$ cat src/rtl/arm_hazard_scoreboard.sv
// -----------------------------------------------------------------------------
// arm_hazard_scoreboard
//
// Hazard / flush controller for the ARM pipeline. Destination tags of the
// instructions that have left ID are tracked in a shifting scoreboard
// (slot 0 = EXE, slot DEPTH-1 = last stage before the register-file write).
// A read-after-write match against the ID operands raises freeze. A taken
// branch raises flush for FLUSH_CYCLES cycles.
//
// Optional feature, macro ARM_HAZARD_FORWARDING_EN:
//   defined   - forwarding selects are produced and only load-use stalls.
//   undefined - every RAW match stalls and the forwarding selects are 0.
//
// Ports
//   clk           in   rising-edge clock
//   rst           in   asynchronous reset, active-low
//   issue_valid   in   ID stage holds a valid instruction
//   src_1         in   Rn tag of the ID instruction
//   src_2         in   Rm/Rd tag of the ID instruction
//   two_src       in   src_2 is a real operand
//   dest_id       in   destination tag of the ID instruction
//   wb_en_id      in   ID instruction writes dest_id
//   mem_r_en_id   in   ID instruction is a load
//   branch_taken  in   branch resolved taken in EXE this cycle
//   freeze        out  stall PC and IF/ID, insert a bubble
//   flush         out  kill IF/ID and ID/EXE contents
//   fwd_sel_1     out  operand-1 source: 0 = reg file, k+1 = slot k
//   fwd_sel_2     out  operand-2 source, same encoding
//   stall_cnt     out  saturating count of frozen cycles
// -----------------------------------------------------------------------------
module arm_hazard_scoreboard #(
  parameter int REG_ADDR_W   = 4,
  parameter int DEPTH        = 3,
  parameter int FLUSH_CYCLES = 1,
  parameter int CNT_W        = 16,
  localparam int SEL_W       = $clog2(DEPTH + 1)
) (
  input  logic                  clk,
  input  logic                  rst,
  input  logic                  issue_valid,
  input  logic [REG_ADDR_W-1:0] src_1,
  input  logic [REG_ADDR_W-1:0] src_2,
  input  logic                  two_src,
  input  logic [REG_ADDR_W-1:0] dest_id,
  input  logic                  wb_en_id,
  input  logic                  mem_r_en_id,
  input  logic                  branch_taken,
  output logic                  freeze,
  output logic                  flush,
  output logic [SEL_W-1:0]      fwd_sel_1,
  output logic [SEL_W-1:0]      fwd_sel_2,
  output logic [CNT_W-1:0]      stall_cnt
);

  localparam int FC_W = 4;

  logic [DEPTH-1:0]      slot_vld;
  logic [REG_ADDR_W-1:0] slot_dest [DEPTH];
  logic [DEPTH-1:0]      slot_load;
  logic [DEPTH-1:0]      hit1;
  logic [DEPTH-1:0]      hit2;
  logic [FC_W-1:0]       flush_cnt;
  logic                  slot_enter;

  always_comb begin
    hit1 = '0;
    hit2 = '0;
    for (int k = 0; k < DEPTH; k++) begin
      hit1[k] = issue_valid & slot_vld[k] & (slot_dest[k] == src_1);
      hit2[k] = issue_valid & two_src & slot_vld[k] & (slot_dest[k] == src_2);
    end
  end

  // The branch cycle itself flushes; the counter covers the cycles after it.
  assign flush = branch_taken | (flush_cnt != '0);

`ifdef ARM_HAZARD_FORWARDING_EN
  // Only a load in EXE cannot be forwarded in time: one bubble.
  assign freeze = !flush & ((hit1[0] | hit2[0]) & slot_load[0]);

  // Scan oldest to youngest so the youngest producer overrides.
  always_comb begin
    fwd_sel_1 = '0;
    fwd_sel_2 = '0;
    for (int k = DEPTH - 1; k >= 0; k--) begin
      if (hit1[k]) fwd_sel_1 = SEL_W'(k + 1);
      if (hit2[k]) fwd_sel_2 = SEL_W'(k + 1);
    end
    if (flush) begin
      fwd_sel_1 = '0;
      fwd_sel_2 = '0;
    end
  end
`else
  assign freeze    = !flush & ((|hit1) | (|hit2));
  assign fwd_sel_1 = '0;
  assign fwd_sel_2 = '0;

  // Load flags only matter when forwarding hides the other hazards.
  logic unused_load;
  assign unused_load = ^slot_load;
`endif

  // Frozen or flushed ID instructions become a bubble in EXE.
  assign slot_enter = issue_valid & wb_en_id & !freeze & !flush;

  // ---- ID -> EXE .. WB boundary: control part of the scoreboard ----
  always_ff @(posedge clk or negedge rst) begin
    if (!rst) begin
      slot_vld  <= '0;
      flush_cnt <= '0;
      stall_cnt <= '0;
    end else begin
      slot_vld[0] <= slot_enter;
      for (int k = 1; k < DEPTH; k++) slot_vld[k] <= slot_vld[k-1];

      if (branch_taken)          flush_cnt <= FC_W'(FLUSH_CYCLES - 1);
      else if (flush_cnt != '0)  flush_cnt <= flush_cnt - FC_W'(1);

      if (freeze && (stall_cnt != '1)) stall_cnt <= stall_cnt + CNT_W'(1);
    end
  end

  // ---- ID -> EXE .. WB boundary: tag payload, qualified by slot_vld ----
  always_ff @(posedge clk) begin
    slot_dest[0] <= dest_id;
    slot_load[0] <= mem_r_en_id;
    for (int k = 1; k < DEPTH; k++) begin
      slot_dest[k] <= slot_dest[k-1];
      slot_load[k] <= slot_load[k-1];
    end
  end

endmodule

$ cat config.mk
export PLATFORM = sky130hd
export DESIGN_NAME = arm_hazard_scoreboard
export DESIGN_NICKNAME = d
export VERILOG_FILES = /design/src/rtl/arm_hazard_scoreboard.sv
export SDC_FILE = /design/constraint.sdc
export NUM_CORES = 1
export LEC_CHECK = 0
export ABC_AREA = 1
export BUFFER_PORTS_ARGS = -buffer_cell sky130_fd_sc_hd__buf_4
export CORE_ASPECT_RATIO = 1.2
export CORE_UTILIZATION = 57
export CTS_BUF_LIST = sky130_fd_sc_hd__clkbuf_4 sky130_fd_sc_hd__clkbuf_8
export CTS_CLUSTER_SIZE = 40
export DETAILED_ROUTE_END_ITERATION = 6
export PLACE_DENSITY = 0.82
export REMOVE_ABC_BUFFERS = 1
export SKIP_LAST_GASP = 1
export SYNTH_ARGS = -nofsm -noshare
export SYNTH_HDL_FRONTEND = slang
export SYNTH_SLANG_ARGS = --single-unit
$ cat constraint.sdc
create_clock -name clk -period 2 [get_ports clk]
set_input_delay 0.3 -clock clk [delete_from_list [all_inputs] [get_ports clk]]
set_output_delay 0.3 -clock clk [all_outputs]
set_load 0.05 [all_outputs]
==> results.json <==
{
  "switching_power_mw": 0.614,
  "critPathLaunchType": "register",
  "ant_nets": 0,
  "syn_area_um2": 2080,
  "comb_power_share_pct": 24.9,
  "path_cells": "inv_1 > nand2_1 > nand2_1 > nor2_1 > nand3_1 > nand2_1 > nor2_2 > a21oi_2 > buf_6",
  "crit_path_frequent_cell": "nand2_1",
  "final-hold-violation-count": 0,
  "hpwl_um": 3100,
  "reg2regPathDepth": 9,
  "row_count": 23,
  "synth_edf_count": 0,
  "syn_area_per_cell_um2": 7.21,
  "synth.most_common_cell": "nand2_1",
  "clkPwrFrac_pct": 31.5,
  "grt_max_degree": 24,
  "arrival_ns": 1.58,
  "final_max_slew_viol_count": 0,
  "n_fill_cell": 291,
  "cts.clk_slew.worst_paths_ns": 0.07,
  "yosysTopAreaCell": "dfrtp_1",
  "drive_above_1_share_pct": 21.6,
  "maxCapViolations": 0,
  "drc": 3,
  "grtUsageTotal_pct": 25.2,
  "cts_tree": "yes",
  "crit_type": "register to primary output",
  "yosysSeqAreaShare_pct": 39.2,
  "via_per_inst": 5.18,
  "async_flop_share_pct": 65.7,
  "synth_cell_type_count": 27,
  "max_stage_delay_ns": 0.37,
  "cts_htree_levels": 2,
  "die_area_um2": 3900,
  "cts_sinks": 35,
  "chipHeight_um": 68.2,
  "sequentialPowerShare_pct": 43.5,
  "synth_top_area_share_pct": 27.6,
  "fmax_mhz": 533,
  "vias": 1897,
  "area_delta_synth_final_pct": 18.6,
  "cts_buffers": 5,
  "critical_path_required_ns": 1.70,
  "grt_pass1_wl_um": 7330,
  "final_cells": 366,
  "antenna-diode-count": 0,
  "clock-skew-final_ns": 0.00538,
  "peakVddDrop_mv": 0.477,
  "period_share_pct": 93.9,
  "r2r-start": "stall_cnt[0]",
  "dieWidth_um": 57.2,
  "fin_nets": 349,
  "status": "finished with violations",
  "path_max_fanout": 4,
  "cts_buffer_depth": 2,
  "final_area_um2": 2470,
  "sw_frac_of_total_pct": 32.7,
  "min_to": "slot_dest[0][1]",
  "wirelength_um": 4450,
  "port_buffers": 35,
  "hp-start": "dest_id[1]",
  "root_buffer": "clkbuf_8",
  "synth_common_cells": "90 x nand2_1, 34 x inv_1, 27 x nor2_1",
  "setup_ws_ns": 0.123,
  "place.gp.congestion": 0.884,
  "place_area_um2": 2340,
  "fin_crit_ns": 1.88,
  "yosys_warnings": 0,
  "ys_dominant_reg_cell": "dfrtp_1",
  "failed_checks": "DRC",
  "start_util_pct": 60.8,
  "netlist_instances": 289,
  "p_per_area_nw_per_um2": 760,
  "timing.rr.end": "stall_cnt[9]",
  "overflow": 0,
  "p_int_mw": 1.26,
  "worstHoldPathCells": 1,
  "io_pins": 41,
  "wire_per_inst_um": 12.2,
  "endpoint_kind": "primary output",
  "placed_cells": 356,
  "hp-class": "input port to register",
  "r2r_slack_ns": 0.17,
  "coreArea_um2": 3420,
  "grt_antenna_before_repair": 0,
  "synthTopCellsByArea": "dfrtp_1 28%, nand2_1 16%, dfxtp_1 12%",
  "drt-initial-drc-count": 111,
  "setup_viol": 0,
  "dr.pass1.iters": 7,
  "cp_slowest_cell": "dfxtp_1",
  "insertion_delay_ns": 0.30,
  "yosys_register_bits": 35,
  "total_leakage_power_nw": 1.30,
  "grt_pass1_vias": 1702,
  "rsz0062_at_grt": "no",
  "dpl_worst_slack_ns": 0.227
}
-- metal layers --
layer	global-route usage, %	share of wire (%)	wire length (um)	vias up
met5	0	0	0	-
met4	14.9	3.1	139	0
met3	6.24	3.8	171	14
met2	43.2	50	2220	43
met1	28.8	43	1920	864
li1	-	-	-	976
-- worst max-delay path, delay by kind of cell, from the launching register on --
| family | cells | cell delay (ns) |
|---|---|---|
| AND/OR/NAND/NOR | 6 | 0.50 |
| flip-flops | 1 | 0.37 |
| AO/OA/AOI/OAI | 1 | 0.17 |
| buffers and inverters | 2 | 0.25 |
-- power groups by stage --
| stage | Sequential [mW] | Clock [mW] | Combinational (mW) |
|---|---|---|---|
| detailed placement | 0.830 | 0 | 0.450 |
| global placement | 0.828 | 0 | 0.443 |
| finish | 0.817 | 0.592 | 0.468 |
| floorplan | 0.852 | 0 | 0.274 |
| global route | 0.828 | 0.625 | 0.516 |
| CTS | 0.817 | 0.603 | 0.466 |
-- cell families (layout without fill, tap and decap cells) --
family / after synthesis / after routing / synth area share (%)
AO/OA/AOI/OAI: 9 / 9 / 2.22
adder cells (fa/ha/maj): 2 / 2 / 1.20
XOR/XNOR: 17 / 17 / 7.15
AND/OR/NAND/NOR: 177 / 177 / 39.5
buffers and inverters: 48 / 85 / 10.6
flip-flops: 35 / 35 / 39.2
other: 1 / 4 / 0.180
-- placed cells by master, fill, tap and decap left out, types with 5 or more instances in the layout --
master and instances:
nor2_2 5, buf_4 37, nor2_1 27, dfxtp_1 11
nand2_1 90, nand3_1 19, xor2_1 5, inv_1 34
nand2_2 10, xnor2_1 12, clkbuf_8 7, nand4_1 18
dfrtp_1 23
-- sequential cells by signal, summed over array words and instances, names as in the netlist --
register   cells
flush_cnt      4
stall_cnt     16
slot_vld       3
slot_dest     12
-- per-stage QoR --
stage	utilization, %	power (mW)	TNS, ns	hold slack (ns)
6_report	72.1	1.88	0	0.103
5_1_grt	72.1	1.97	0	0.0918
4_1_cts	71.9	1.89	0	0.0980
3_5_place_dp	68.3	1.28	0	0.210
3_3_place_gp	68.3	1.27	0	0.210
2_1_floorplan	-	1.13	-0.382	0.00441
-- timing repair --
action	4_1_cts	5_1_grt
endpoints found under the setup margin	1	1
resized for setup	0	3
hold buffers	1	0
pin swaps	1	0
setup buffers	1	0
hold endpoints to repair	23	0
-- worst max path at each step --
stage	from	cells after the start	end
2_1_floorplan	flush_cnt[0]	6	freeze
3_3_place_gp	stall_cnt[0]	9	stall_cnt[13]
3_5_place_dp	stall_cnt[0]	7	stall_cnt[2]
4_1_cts	flush_cnt[0]	7	freeze
5_1_grt	stall_cnt[0]	9	stall_cnt[9]
6_report	slot_dest[0][5]	9	freeze
-- area by class of cell --
cell class              instances  area, um2  share of cell area, %
repair buffers                 39        299                   12.1
well taps                      37       46.3                   1.87
multi-input cells             209       1060                   43.0
flip-flops and latches         35        817                   33.1
clock buffers                   8        104                   4.20
inverters                      38        143                   5.78
Power figures use the tool's default switching activity.
